--- config.mk ---
export PLATFORM = sky130hd
export DESIGN_NAME = vga_frame_reader
export DESIGN_NICKNAME = d
export VERILOG_FILES = /design/src/rtl/vga_frame_reader.sv
export SDC_FILE = /design/constraint.sdc
export NUM_CORES = 1
export LEC_CHECK = 0
export CORE_UTILIZATION = 48
export DETAILED_ROUTE_END_ITERATION = 6
export PLACE_DENSITY = 0.77
export SLEW_MARGIN = 5
export SYNTH_ARGS = -nofsm -noshare
export SYNTH_HDL_FRONTEND = slang
export SYNTH_SLANG_ARGS = --single-unit
--- constraint.sdc ---
create_clock -name clk -period 4.5 [get_ports clk]
set_input_delay 0.45 -clock clk [delete_from_list [all_inputs] [get_ports clk]]
set_output_delay 0.45 -clock clk [all_outputs]
set_load 0.1 [all_outputs]
--- src/rtl/vga_frame_reader.sv ---
// ---------------------------------------------------------------------------
// vga_frame_reader
//
// Read-side client of the triple-buffer bank arbiter. On each VGA vsync it
// fetches one full frame from the SDRAM bank currently granted to VGA. It
// splits the frame into burst reads and only issues a burst when the
// downstream line FIFO has room for all of it.
//
// Optional statistics: define VGA_FRAME_STAT_EN to enable the frame_cnt_o
// and ovr_cnt_o counters. When it is undefined, both outputs are tied to 0.
//
// Handshake: rd_req_o is a level that rises in REQ. rd_bank_o, rd_addr_o and
// rd_len_o are held stable while rd_req_o is high. The controller accepts
// the request with a one-cycle rd_ack_i, and rd_req_o drops on the next
// cycle. A one-cycle rd_done_i later marks the last word of that burst as
// written into the FIFO. rd_ack_i is ignored outside REQ, and rd_done_i is
// ignored outside WAIT.
//
// Ports:
//   clk            133 MHz SDRAM-domain clock
//   rst_133        asynchronous active-low reset
//   vsync_async_i  VGA vsync, active high, pixel-clock domain (unsynchronised)
//   vga_bank_i     bank granted to VGA; sampled once per frame in LATCH
//   fifo_usedw_i   write-side fill count of the downstream FIFO
//   rd_req_o       burst read request (level until rd_ack_i)
//   rd_ack_i       controller accepted the request (1-cycle pulse)
//   rd_done_i      last word of the accepted burst is in the FIFO (pulse)
//   rd_bank_o      bank of the request
//   rd_addr_o      start word address within the bank
//   rd_len_o       number of words in this burst
//   fifo_clr_o     1-cycle FIFO flush at frame start
//   vga_rise_o     high while a frame fetch is in progress; its falling
//                  edge tells the arbiter the bank may be switched
//   frame_ovr_o    1-cycle pulse when vsync arrives during a fetch
//   frame_cnt_o    completed-frame count (statistics build only)
//   ovr_cnt_o      saturating overrun count (statistics build only)
//   state_o        current FSM state, for debug visibility
// ---------------------------------------------------------------------------
module vga_frame_reader #(
  parameter int H_PIX      = 640,
  parameter int V_LINES    = 480,
  parameter int BURST_LEN  = 256,
  parameter int FIFO_DEPTH = 1024,
  parameter int ADDR_W     = 22,
  parameter int LEN_W      = 9
) (
  input  logic                          clk,
  input  logic                          rst_133,
  input  logic                          vsync_async_i,
  input  logic [1:0]                    vga_bank_i,
  input  logic [$clog2(FIFO_DEPTH):0]   fifo_usedw_i,
  output logic                          rd_req_o,
  input  logic                          rd_ack_i,
  input  logic                          rd_done_i,
  output logic [1:0]                    rd_bank_o,
  output logic [ADDR_W-1:0]             rd_addr_o,
  output logic [LEN_W-1:0]              rd_len_o,
  output logic                          fifo_clr_o,
  output logic                          vga_rise_o,
  output logic                          frame_ovr_o,
  output logic [15:0]                   frame_cnt_o,
  output logic [7:0]                    ovr_cnt_o,
  output logic [2:0]                    state_o
);

  localparam int FRAME_WORDS = H_PIX * V_LINES;
  localparam int REM_W       = $clog2(FRAME_WORDS + 1);

  typedef enum logic [2:0] {
    S_IDLE  = 3'd0,
    S_LATCH = 3'd1,
    S_CHECK = 3'd2,
    S_REQ   = 3'd3,
    S_WAIT  = 3'd4,
    S_DONE  = 3'd5
  } state_t;

  state_t              state_q;
  logic                pending_q;
  logic [REM_W-1:0]    rem_q;
  logic                rd_req_q;
  logic [1:0]          rd_bank_q;
  logic [ADDR_W-1:0]   rd_addr_q;
  logic [LEN_W-1:0]    rd_len_q;
  logic                fifo_clr_q;
  logic                vga_rise_q;
  logic                frame_ovr_q;

  // Two-flop synchroniser followed by an edge-detect flop.
  logic sync1_q, sync2_q, sync3_q;
  logic vs_start;
  logic ovr_evt;

  always_ff @(posedge clk or negedge rst_133) begin
    if (!rst_133) begin
      sync1_q <= 1'b0;
      sync2_q <= 1'b0;
      sync3_q <= 1'b0;
    end else begin
      sync1_q <= vsync_async_i;
      sync2_q <= sync1_q;
      sync3_q <= sync2_q;
    end
  end

  assign vs_start = sync2_q & ~sync3_q;
  // A vsync that lands in any state other than IDLE (DONE included)
  // is remembered and replayed as soon as the current frame completes.
  assign ovr_evt  = vs_start && (state_q != S_IDLE);

  // Next-value computation for the burst sizing and address stepping.
  logic [LEN_W-1:0]  burst_len_d;
  logic              fits_d;
  logic [REM_W-1:0]  rem_next_d;
  logic [ADDR_W-1:0] addr_next_d;

  always_comb begin
    burst_len_d = LEN_W'(BURST_LEN);
    // The last burst of a frame is shortened so it never crosses the frame end.
    if (32'(rem_q) < BURST_LEN) begin
      burst_len_d = LEN_W'(rem_q);
    end
    fits_d      = (32'(fifo_usedw_i) + 32'(burst_len_d)) <= FIFO_DEPTH;
    rem_next_d  = rem_q - REM_W'(rd_len_q);
    addr_next_d = rd_addr_q + ADDR_W'(rd_len_q);
  end

  always_ff @(posedge clk or negedge rst_133) begin
    if (!rst_133) begin
      state_q     <= S_IDLE;
      pending_q   <= 1'b0;
      rem_q       <= '0;
      rd_req_q    <= 1'b0;
      rd_bank_q   <= 2'b00;
      rd_addr_q   <= '0;
      rd_len_q    <= '0;
      fifo_clr_q  <= 1'b0;
      vga_rise_q  <= 1'b0;
      frame_ovr_q <= 1'b0;
    end else begin
      fifo_clr_q  <= 1'b0;
      frame_ovr_q <= ovr_evt;
      if (ovr_evt) begin
        pending_q <= 1'b1;
      end

      case (state_q)
        S_IDLE: begin
          if (vs_start || pending_q) begin
            state_q    <= S_LATCH;
            pending_q  <= 1'b0;
            // Raised on entry so the flush is visible while in LATCH.
            fifo_clr_q <= 1'b1;
          end
        end

        S_LATCH: begin
          rd_bank_q  <= vga_bank_i;
          rd_addr_q  <= '0;
          rem_q      <= REM_W'(FRAME_WORDS);
          vga_rise_q <= 1'b1;
          state_q    <= S_CHECK;
        end

        S_CHECK: begin
          if (fits_d) begin
            rd_len_q <= burst_len_d;
            rd_req_q <= 1'b1;
            state_q  <= S_REQ;
          end
        end

        S_REQ: begin
          if (rd_ack_i) begin
            rd_req_q <= 1'b0;
            state_q  <= S_WAIT;
          end
        end

        S_WAIT: begin
          if (rd_done_i) begin
            rd_addr_q <= addr_next_d;
            rem_q     <= rem_next_d;
            state_q   <= (rem_next_d == '0) ? S_DONE : S_CHECK;
          end
        end

        S_DONE: begin
          vga_rise_q <= 1'b0;
          state_q    <= S_IDLE;
        end

        default: begin
          state_q <= S_IDLE;
        end
      endcase
    end
  end

  assign rd_req_o    = rd_req_q;
  assign rd_bank_o   = rd_bank_q;
  assign rd_addr_o   = rd_addr_q;
  assign rd_len_o    = rd_len_q;
  assign fifo_clr_o  = fifo_clr_q;
  assign vga_rise_o  = vga_rise_q;
  assign frame_ovr_o = frame_ovr_q;
  assign state_o     = state_q;

`ifdef VGA_FRAME_STAT_EN
  logic [15:0] frame_cnt_q;
  logic [7:0]  ovr_cnt_q;

  always_ff @(posedge clk or negedge rst_133) begin
    if (!rst_133) begin
      frame_cnt_q <= '0;
      ovr_cnt_q   <= '0;
    end else begin
      if (state_q == S_DONE) begin
        frame_cnt_q <= frame_cnt_q + 16'd1;
      end
      if (frame_ovr_q && (ovr_cnt_q != 8'hFF)) begin
        ovr_cnt_q <= ovr_cnt_q + 8'd1;
      end
    end
  end

  assign frame_cnt_o = frame_cnt_q;
  assign ovr_cnt_o   = ovr_cnt_q;
`else
  assign frame_cnt_o = 16'd0;
  assign ovr_cnt_o   = 8'd0;
`endif

endmodule

# Word level (Yosys, flattened, before mapping)
# Cells that the tools add are included.
# totals
regBits,63
wordCells,61
output_inout_bits,64
in_bits,18
# op_classes
n_addsub,3
mux,20
bitwise,2
n_reduce_logical,12
n_lt_le_gt_ge,2
n_eq_ne,9
# op_table
op,n
22-bit one-hot mux with 2 select lines,1
19-bit one-hot mux with 2 select lines,1
22-bit by 9-bit adder with 22-bit output,1
22-bit 2-to-1 mux,1
19-bit logical NOT,1
19-bit by 9-bit < comparator with 1-bit output (second input constant),1
19-bit 2-to-1 mux,1
19-bit by 9-bit subtractor with 19-bit output,1
3-bit 2-to-1 mux,5
3-bit one-hot mux with 5 select lines,1
11-bit by 9-bit adder with 12-bit output,1
12-bit by 11-bit <= comparator with 1-bit output (second input constant),1
9-bit 2-to-1 mux,1
2-bit != test (second input constant),4
1-bit 2-to-1 mux,7
3-bit by 2-bit == test with 1-bit output (second input constant),2
3-bit == test (second input constant),2
2-bit nonzero test,3
1-bit one-hot mux with 2 select lines,2
2-bit AND reduction,2
4-bit AND reduction,1
3-bit by 1-bit == test with 1-bit output (second input constant),1
3-bit logical NOT,1
3-bit AND reduction,1
other kinds (5),5

# Longest topological paths before layout
# depth
ltp_word,6
mapped_depth,16
depth_no_buf,15

# Least setup slack after synthesis
# OpenSTA, ideal clock, no wires.
# synth_path
path_kind,flip-flop to flip-flop
from,register rem_q[11]
to,register rd_len_q[1] (netlist: rd_len_o[1])
path_stages_with_launch,16
period_less_slack_ns,4.393
path_slack_ns,0.107
t_required_ns,4.374
path_buffers,1
setup_time_ns,0.126
arrival_time_ns,4.267
path_cell_list,dfrtp_1 clkbuf_1 nor3_1 nand2b_1 or3_1 nor3_1 inv_1 nor2_1 ha_1 a211o_1 a211o_1 a221oi_1 nor4b_2 a31oi_1 a211oi_4 mux2_2
# synth_between
elab_chain_len,5
# synth_rtl
item,line_no,rtl
from (decl),80,logic [REM_W-1:0] rem_q;
from (signal assigned),160,rem_q <= REM_W'(FRAME_WORDS);
from (signal assigned),183,rem_q <= rem_next_d;
19-bit by 9-bit < comparator with 1-bit output,120,if (32'(rem_q) < BURST_LEN) begin
9-bit 2-to-1 mux,120,
named net burst_len_d[8],112,logic [LEN_W-1:0] burst_len_d;
11-bit by 9-bit adder with 12-bit output,123,fits_d = (32'(fifo_usedw_i) + 32'(burst_len_d)) <= FIFO_DEPTH;
12-bit by 11-bit <= comparator with 1-bit output,123,
2-bit AND reduction (no source line),--,
to (signal assigned),167,rd_len_q <= burst_len_d;
to (decl),84,logic [LEN_W-1:0] rd_len_q;
# The timed path passes the listed nets, and every way through them passes these cells.
# A chain may end at the register's enable or synchronous reset.

# Worst setup path after layout
# layout_path
from,register rem_q[13]
to,register rd_len_q[7] (netlist: rd_len_o[7])
# Same word-level chain as after synthesis.

==> flow_metrics.py <==
metrics = {
    "final_layout": {
        "fin_area_um2": 5299,
        "drive_above_1_share": 0.09660,
        "n_antenna_cell": 0,
        "fin_nets": 602,
        "final_cell_count_no_fill": 667,
        "syn_to_final_growth_pct": 21.45,
        "fill_cells": 765,
        "final_cell_mix": "dfrtp_1 (62), clkdlybuf4s50_1 (56), nor2_1 (39), o21ai_0 (38), nand3_1 (34)",
        "final_common_cell": "dfrtp_1",
    },
    "clock_network": {
        "hold_buffers": 0,
        "htreeDepth": 3,
        "numCtsBuffers": 9,
        "clk_latency_ns": 0.35,
        "clockRootBuffer": "clkbuf_8",
        "cts_tree": "built",
        "clk_pin_slew_worst_paths_ns": 0.08,
        "cts_sinks": 63,
        "cts.path.max_buffers": 2,
    },
    "detailed_routing": {
        "via_per_inst": 5.895,
        "drtPass1Iterations": 5,
        "totalWireLength_mm": 11.11,
        "drt_iter0_markers": 266,
        "num_vias": 3932,
        "ant_nets": 0,
        "wl_per_cell_um": 16.66,
        "drc_errors": 0,
    },
    "worst_setup_path": {
        "crit_chain": "nor3_4 > nand2b_1 > or3_4 > nor3_1 > buf_4 > inv_1 > nor2_2 > ha_2 > fa_1 > nor2_1 > o211ai_1 > a221o_1 > nor4b_4 > a21oi_2 > a211oi_4 > buf_12 > mux2_2",
        "worstSetupPathType": "flip-flop to flip-flop",
        "timing.rr.start": "rem_q[13]",
        "path_max_fanout": 10,
        "startpoint_type": "flip-flop",
        "reg2reg_to": "rd_len_o[7]",
        "cp-end-kind": "flip-flop",
        "worstPathRequired_ns": 4.73,
        "arrival_ns": 4.61,
        "critPathMaxStageDelay_ns": 0.45,
        "r2r_slack_ns": 0.12,
        "r2r_cells": 17,
        "cp_slowest_cell": "dfrtp_2",
    },
    "synthesis": {
        "synth_ff_type": "dfrtp_1",
        "yosysWarnings": 0,
        "synth-edff-count": 0,
        "ys_ff_latch": 63,
        "synthDistinctLibCells": 56,
        "syn-cell-area_um2": 4363,
        "yosysSeqAreaShare": 0.3613,
        "synth_area_per_cell_um2": 8.850,
        "ys_async_sr_fraction": 1.000,
        "netlist_instances": 493,
    },
    "pwr": {
        "p_leak_nw": 2.357,
        "vdd_drop_max_mv": 0.3227,
        "cellPowerDensity_nw_per_um2": 434.2,
        "fin_total_pwr_mw": 2.301,
    },
    "floorplan": {
        "die_height_um": 97.34,
        "die_w_um": 97.34,
        "coreArea_um2": 8763,
        "die_area_um2": 9475,
        "io_pins": 82,
        "initial_core_util": 0.4979,
        "row_count": 34,
    },
    "place": {
        "place_area_um2": 4982,
        "gp_routability_congestion": 0.8372,
        "dpl.hpwl_mm": 8.026,
        "dp_cells": 650,
        "portBuffers": 57,
    },
    "global_route": {
        "grt_pass1_vias": 3803,
        "grt.total_usage": 0.2403,
        "grt_first_pass_wirelength_mm": 18.24,
        "met1_usage": 0.3094,
        "antenna_found_initial": 0,
        "grt_max_degree": 64,
        "overflow": 0,
        "grtUsageMet2": 0.4047,
        "busiest_layer": "met2",
        "grtUsageMet3": 0.05324,
    },
    "sta": {
        "setup_viol": 0,
        "slew_headroom": 0.3236,
        "fmax_ghz": 0.2281,
        "period_needed_ns": 4.383,
        "hold_slack_ns": 0.2652,
        "worst_pin_slew_ns": 1.011,
        "drv_slew": 0,
        "hold_viol_final": 0,
        "finalClockSkew_ns": 0.01038,
        "finalSetupTns_ns": 0,
        "fin_crit_sh": 0.9741,
    },
    "job": {
        "max-cap-violations": 0,
    },
    "status": {
        "outcome": "complete, no violations",
    },
    "min_path": {
        "hp-class": "input pin to async pin",
    },
}
## layout make-up
cell class | count | area [um2] | area share
Clock buffer | 9 | 123.9 | 0.02338
Clock inverter | 7 | 121.4 | 0.02290
Inverter | 22 | 82.58 | 0.01558
Multi-Input combinational cell | 393 | 2620 | 0.4945
Timing Repair Buffer | 65 | 638.1 | 0.1204
Tap cell | 108 | 135.1 | 0.02550
Sequential cell | 63 | 1578 | 0.2978
## through the flow
step / util / setup slack (ns)
6_report: 0.6047 / 0.1165
5_1_grt: 0.6047 / -0.04696
3_5_place_dp: 0.5685 / 0.01297
2_1_floorplan: - / 0.1068
4_1_cts: 0.5975 / 0.001235
3_3_place_gp: 0.5685 / 0.09964
## cells by family (layout without fill, tap and decap cells)
logic type / Yosys count / in the layout / synth area share
AND/OR/NAND/NOR: 179 / 179 / 0.2091
AO/OA/AOI/OAI: 123 / 123 / 0.1850
flip-flops: 63 / 63 / 0.3613
buffers and inverters: 60 / 103 / 0.07227
adder cells (fa/ha/maj): 31 / 31 / 0.09349
XOR/XNOR: 25 / 25 / 0.05019
multiplexers: 11 / 11 / 0.02782
other: 1 / 24 / 0.0008595
## report_power, final
part | switching [mW] | internal [mW]
combinational | 0.723 | 0.249
sequential | 0.0843 | 0.634
clock | 0.241 | 0.370
total | 1.05 | 1.25
## how the worst max path moves through the flow
stage,startpoint,end,slack (ns),depth (start not counted)
3_3_place_gp,rem_q[13],rd_len_o[6],0.1,16
6_report,rem_q[13],rd_len_o[7],0.12,17
3_5_place_dp,rem_q[13],rd_len_o[4],0.01,16
4_1_cts,rem_q[13],rd_len_o[7],0.001,16
5_1_grt,rem_q[13],rd_len_o[7],-0.05,17
2_1_floorplan,rem_q[11],rd_len_o[1],0.11,15
## routing by layer
layer / share of wire / up-vias
li1: - / 1865
met4: 0.019 / 0
met1: 0.43 / 1903
met5: 0 / -
met2: 0.50 / 144
met3: 0.057 / 20
## registers in the layout, summed over array words and instances (netlist names), 2 cells and up
signal     count
rd_addr_o     22
state_o        3
rem_q         19
rd_bank_o      2
rd_len_o       9
## critical path: cells and delay by family, from the launching register on
family | cells | cell delay (ns)
AND/OR/NAND/NOR | 7 | 1.55
AO/OA/AOI/OAI | 4 | 0.86
adder cells (fa/ha/maj) | 2 | 0.62
flip-flops | 1 | 0.45
buffers and inverters | 3 | 0.44
multiplexers | 1 | 0.34
## synth_stat cells, drive strengths merged, types with 5 or more instances
master | number | area share
nand2 | 33 | 0.028
and2 | 10 | 0.014
nand3 | 34 | 0.039
dfrtp | 63 | 0.36
a21oi | 26 | 0.030
nand2b | 7 | 0.010
or3 | 7 | 0.010
o31ai | 5 | 0.0086
ha | 27 | 0.077
clkbuf | 14 | 0.012
nor3 | 9 | 0.010
a31oi | 5 | 0.0072
nand4 | 7 | 0.010
xnor2 | 8 | 0.016
xor2 | 17 | 0.034
mux2 | 9 | 0.023
nor2 | 41 | 0.035
a21o | 7 | 0.012
or2 | 6 | 0.0086
o21a | 7 | 0.012
and3 | 6 | 0.0086
inv | 22 | 0.019
o21ai | 38 | 0.044
buf | 24 | 0.041
## what timing repair did
| action | CTS | global route |
|---|---|---|
| pin swaps | 0 | 6 |
| setup endpoints to repair | 8 | 10 |
| setup buffers | 0 | 1 |
| endpoints found under the hold margin | 0 | 0 |
| resized for setup | 1 | 12 |
No activity file was read; power rests on OpenSTA's default activity.
==> variant 1 (same flow settings) <==
Add a define of `VGA_FRAME_STAT_EN`.
--- a/src/rtl/vga_frame_reader.sv
+++ b/src/rtl/vga_frame_reader.sv
@@ -36,6 +36,8 @@
 //   ovr_cnt_o      saturating overrun count (statistics build only)
 //   state_o        current FSM state, for debug visibility
 // ---------------------------------------------------------------------------
+`define VGA_FRAME_STAT_EN
+
 module vga_frame_reader #(
   parameter int H_PIX      = 640,
   parameter int V_LINES    = 480,
Formal check against the unedited RTL: not equivalent (a bounded check fails within 10 cycles, from zero or initial values and one cycle with rst_133 low).
==> variant 1 against the original RTL <==
  * The flow now finishes with violations (setup timing)
  * Total power increased by 29%
  * Clock power rose by 11%
  * Sequential power increased by 39%
  * Cell area increased by 30%
  * Synthesized area is 19% higher
  * Worst hold slack better by 0.0023 ns
  * Critical path depth is 2 higher
  * Non-clock buffer count grew 56
  * Worst setup slack worse by 0.44 ns
  * Sequential cell count rose by 24
  * Final cell count rose by 21%
  * Wire length increased by 16%
  * Sequential share of layout area increased by 1.8 points
  * Highest routed layer unchanged
==> variant 1: results (changes against the original RTL) <==
| Metric | Value |
|---|---|
| Status | `finished, violations left` |
| Failing checks | `setup timing` |
| Routed len/inst | `16.0 um (-4.2%)` |
| Startpoint Class | `flip-flop` |
| Clock-pin slew on the worst setup and hold paths | `0.09 ns` |
| DRT iter0 DRCs | `285 (+7.1%)` |
| Post-synth net total | `603` |
| DP Area | `6360 um2 (+28%)` |
| Worst R2R End | `rd_len_o[5]` |
| Number of enable flip-flop cells after synthesis | `0 (unchanged)` |
| Ys flop type | `dfrtp_1` |
| Crit Path Max Fanout | `5 (-5)` |
| Top post-synthesis cells by area | `dfrtp_1 42%, ha_1 7.0%, xnor2_1 4.2%` |
| Max VDD drop | `0.000596 V (+85%)` |
| Syn. warnings | `0 (unchanged)` |
| Vias in the first global route | `4394 (+16%)` |
| Met2 routed WL | `6.38 mm (+16%)` |
| Met3 routed WL | `494 um (-21%)` |
| Global-route wire length before repair | `21.0 mm (+15%)` |
| Worst path slowest cell | `or4_4` |
| Gpl congestion | `0.871 (+4.0%)` |
| Buffers added on ports | `81 (+42%)` |
| Worst EP arrival | `5.07 ns (+0.46 ns)` |
| Root Buffer | `clkbuf_8` |
| Skew-Pair Late Insertion Delay | `0.36 ns` |
| Slew headroom | `27.4% (-4.9 points)` |
| FFs w/ async S/R, synth | `100% (unchanged)` |
| Maximum number of pins on one net before global-route repair | `88 (+38%)` |
| Seq/Total Area, Yosys | `42.0% (+5.8 points)` |
| Antenna Cells | `0 (unchanged)` |
| Reg2Reg Depth | `19 (+2)` |
| Layout filler cell count | `828 (+8.2%)` |
| Layout cells sized above 1 | `15.2% (+5.5 points)` |
| Avg Vias per Cell | `5.65 (-4.2%)` |
| Layout net count | `718 (+19%)` |
| Pleak | `3.01 nW (+28%)` |
| Wire length on met1 | `5.91 mm (+24%)` |
| Crit-path leading delay family | `simple AND/OR/NAND/NOR gates` |
| GRT Util Overall | `23.6% (-0.48 points)` |
| Final setup fails | `10 (+10)` |
| Worst R2R Start | `rem_q[9]` |
| Synth unique cells | `62 (+11%)` |
| Most frequent cells after synthesis | `87 x dfrtp_1, 53 x nand2_1, 40 x nand3_1, 37 x a21oi_1, 35 x o21ai_0` |
| Detailed Place HPWL | `8.93 mm (+11%)` |
| Critical path's largest stage delay | `0.53 ns (+0.08 ns)` |
| Setup ws final | `-0.321 ns (-0.437 ns)` |
| Clock Skew | `0.00823 ns (-0.00215 ns)` |
| Inserted Clock Buffers | `9 (unchanged)` |
| Max FFs per register | `22 (unchanged)` |
variant 1: cell count changes after synthesis, sizes merged, moves of 4 or more:
| cell | before | now |
|---|---|---|
| inv | 22 | 28 |
| dfrtp | 63 | 87 |
| nand2 | 33 | 53 |
| xnor2 | 8 | 25 |
| or2 | 6 | 1 |
| nor4 | 3 | 7 |
| nor2 | 41 | 34 |
| o21bai | 0 | 5 |
| nand3 | 34 | 40 |
| a21oi | 26 | 37 |
| and3 | 6 | 13 |
| buf | 24 | 3 |
| o21a | 7 | 3 |
variant 1: power by group:
group          leakage, nW  switching (W)  internal [W]
combinational         1.74       0.000924      0.000377
clock                0.124       0.000292      0.000386
sequential            1.15       0.000111      0.000884
variant 1: what timing repair did:
item / 4_1_cts / 5_1_grt
pin swaps: 5 / 12
gates cloned: 1 / 0
resized for setup: 33 / 6
endpoints found under the setup margin: 10 / 10
buffers inserted: 6 / 3
variant 1: cell families after synthesis:
kind of cell | count (synthesis) | synth area share, %
XOR/XNOR | 43 | 7.26
adder cells (fa/ha/maj) | 32 | 8.15
buffers and inverters | 45 | 3.45
AND/OR/NAND/NOR | 206 | 20.6
multiplexers | 14 | 2.94
AO/OA/AOI/OAI | 126 | 15.7
flip-flops | 87 | 42.0
variant 1: metal layers:
layer | up-vias | global-route usage, %
met4 | 0 | 7.04
met3 | 10 | 3.31
met1 | 2215 | 31.7
met2 | 129 | 39.5
li1 | 2213 | -
met5 | - | 0
variant 1: worst register-to-register path, delay by kind of cell, from the launching register on:
family	cells	cell delay, ns
simple gates	8	2.14
flops	1	0.39
compound gates	3	0.83
fa+ha+maj	2	0.40
mux	1	0.30
buf+inv	5	0.65
variant 1: worst max path at each step:
stage / end / slack, ns / depth (start not counted)
after floorplan: rd_len_o[1] / -0.23 / 16
after global placement: rd_len_o[6] / -0.28 / 16
after detailed placement: rd_len_o[5] / -0.36 / 16
after CTS: rd_len_o[1] / -0.28 / 18
after global routing: rd_len_o[5] / -0.53 / 19
final: rd_len_o[5] / -0.32 / 19
variant 1: final cells by class:
type                    instances  area share [%]
well taps                     136            2.47
multi-input cells             421            44.2
clock inverters                 5            1.50
repair buffers                121            16.7
flip-flops and latches         87            31.5
inverters                      28            1.56
clock buffers                  11            2.05
variant 1: per-stage QoR:
step	hold WS (ns)	instances	setup WS (ns)	TNS [ns]	utilization (%)
2_1_floorplan	0.154	553	-0.232	-1.83	-
3_3_place_gp	0.342	784	-0.276	-2.33	61.1
3_5_place_dp	0.338	784	-0.361	-3.02	61.1
4_1_cts	0.326	806	-0.282	-2.30	65.8
5_1_grt	0.366	809	-0.531	-4.91	66.3
6_report	0.267	809	-0.321	-2.80	66.3
==> variant 2 (same flow settings) <==
Without the edit above. Change the parameter `FIFO_DEPTH` from 1024 to 2048.
--- a/src/rtl/vga_frame_reader.sv
+++ b/src/rtl/vga_frame_reader.sv
@@ -40,7 +40,7 @@
   parameter int H_PIX      = 640,
   parameter int V_LINES    = 480,
   parameter int BURST_LEN  = 256,
-  parameter int FIFO_DEPTH = 1024,
+  parameter int FIFO_DEPTH = 2048,
   parameter int ADDR_W     = 22,
   parameter int LEN_W      = 9
 ) (
Ports: changed (resized fifo_usedw_i); port bits go from 82 to 83. The function was not compared with the original's and may differ.
==> variant 2 against the original RTL <==
  * Total power down 7.2%
  * Sequential power about the same
  * Critical endpoint is now rd_len_o[0]
  * Global-route usage down 2.0 points
  * Synthesized area shrank 1.1%
  * Maximum frequency grew 7.6%
  * Cell area is 2.6% lower
  * Utilization is 1.3 points lower
  * Final cell count grew 0.15%
  * Wire length decreased by 10%
  * Synthesized cell count is 0.20% higher
  * Sequential cell count unchanged
  * Worst setup slack better by 0.31 ns
  * First-iteration DRC count shrank 15%
  * Non-clock buffer count down 1
  * Highest routed layer unchanged
  * Largest power group unchanged
==> variant 2: results (changes against the original RTL) <==
| Metric | Value |
|---|---|
| Synthesized flop and latch total | `63 (unchanged)` |
| Buffers added on ports | `58 (+1.8%)` |
| Clock buffer cells | `13 (+4)` |
| Internal cell power | `0.00117 W (-6.3%)` |
| Worst R2R End | `rd_len_o[0]` |
| First-pass DRT Iterations | `4 (-1)` |
| Clock-pin slew on the worst setup and hold paths | `0.07 ns` |
| Global-route wire length before repair | `17.1 mm (-6.4%)` |
| GRT Util Overall | `22.0% (-2.0 points)` |
| Layout filler cell count | `757 (-1.0%)` |
| Htree depth | `3 (unchanged)` |
| Root Buffer | `clkbuf_8` |
| FFs w/ async S/R, synth | `100% (unchanged)` |
| Data required, critical path | `4.71 ns (-0.02 ns)` |
| Synthesized instance count | `494 (+0.20%)` |
| Most frequent cells after synthesis | `63 x dfrtp_1, 47 x nand2_1, 41 x o21ai_0, 39 x nor2_1, 30 x nand3_1` |
| Clk pwr share | `23.8% (-2.8 points)` |
| Routed len/inst | `14.9 um (-11%)` |
| Detailed Place HPWL | `7.30 mm (-9.0%)` |
| Reg2Reg Depth | `15 (-2)` |
| Vias in the first global route | `3684 (-3.1%)` |
| Worst R2R Start | `rem_q[14]` |
| Seq/Total Area, Yosys | `36.5% (+0.40 points)` |
| Multi-input combinational area share | `49.2% (-0.26 points)` |
| Max VDD drop | `0.000307 V (-4.7%)` |
| Hold slack final | `0.267 ns (+0.00183 ns)` |
| Clock Skew | `0.0109 ns (+0.000561 ns)` |
| CTS tree | `done` |
| Pleak | `2.33 nW (-1.2%)` |
| Gpl congestion | `0.864 (+3.2%)` |
| Max FFs per register | `22 (unchanged)` |
| Comb power frac | `42.5% (+0.3 points)` |
| Final ANT Viol Nets | `0 (unchanged)` |
| Layout cells sized above 1 | `7.68% (-2.0 points)` |
| DRT iter0 DRCs | `226 (-15%)` |
| Sequential cell area | `1580 um2 (about the same)` |
| Comb power | `0.000909 W (-6.5%)` |
| Critical path class | `reg -> reg` |
| Clk tree area frac | `4.05% (-0.58 points)` |
| Setup TNS | `0 ns (unchanged)` |
| Tightest Pin Transition | `0.989 ns (-0.0223 ns)` |
| Synth unique cells | `52 (-7.1%)` |
| Count leader, synth | `dfrtp_1` |
| Crit Path Max Fanout | `9 (-1)` |
| Number of placed cells counting well taps | `651 (+0.15%)` |
| Buffer share of cell area | `12.3% (+0.23 points)` |
| R2r setup slk | `0.42 ns (+0.31 ns)` |
| Comb_multi_in | `399 (+1.5%)` |
| Status | `finished clean` |
| Initial antenna violation count | `0 (unchanged)` |
| Maximum clock insertion buffer count | `2 (unchanged)` |
| Non-clk invs | `18 (-18%)` |
| Inserted Clock Buffers | `9 (unchanged)` |
| Top post-synthesis cells by area | `dfrtp_1 37%, ha_1 7.8%, o21ai_0 4.8%` |
| Antenna Cells | `0 (unchanged)` |
| Non-Clock Buffer Count | `64 (-1.5%)` |
| Vias | `3768 (-4.2%)` |
| Final Non-Filler Cells | `668 (+0.15%)` |
| Layout net count | `604 (+0.33%)` |
[variant 2: cell count changes in the layout (fill, tap and decap cells not counted), moves of 4 or more]
cell / delta
inv_1: -4
nand2_1: +14
a21o_1: +4
xor2_1: -6
nor4b_1: +6
nor3_1: +5
nand3_1: -4
o21a_1: -4
xnor2_1: +5
nor4_1: +4
[variant 2: metal layers]
metal / GRT usage [%] / wire (um) / vias to the layer above
met5: 0 / 0 / -
met4: 5.40 / 90 / 0
met3: 5.13 / 627 / 7
met2: 36.7 / 4690 / 119
met1: 29.0 / 4540 / 1796
li1: - / - / 1846
[variant 2: metrics by stage]
stage	util (%)	instance area (um2)	worst slack [ns]
global placement	56.4	4920	0.418
detailed placement	56.4	4920	0.228
finish	59.2	5160	0.425
floorplan	-	4400	0.551
CTS	58.8	5130	0.258
global route	59.2	5160	0.0127
[variant 2: logic make-up (layout without fill, tap and decap cells)]
family | count (synthesis) | after routing | share of synthesized area (%)
xor gates and xnor gates | 24 | 24 | 4.87
DFF | 63 | 63 | 36.5
adders and majority gates | 30 | 30 | 9.22
buffers and inverters | 55 | 98 | 6.90
and+or+nand+nor | 187 | 187 | 21.7
AOI/OAI and AO/OA | 122 | 122 | 17.7
other | 1 | 24 | 0.0869
muxes | 12 | 12 | 3.02
[variant 2: worst max-delay path, cell delays in order (launching register included)]
cell      delay (ns)
dfrtp_1         0.45
nor3_2          0.30
nand3_1         0.19
nor3_1          0.23
inv_1           0.13
nor2_1          0.13
ha_1            0.21
fa_1            0.44
nor4_1          0.28
o211ai_1        0.13
nor4_1          0.23
o211ai_1        0.14
a211o_1         0.35
nor3_4          0.25
buf_12          0.16
mux2_2          0.33
[variant 2: what timing repair did]
item	CTS	global route
setup buffers	0	1
setup endpoints to repair	0	8
resized for setup	0	2
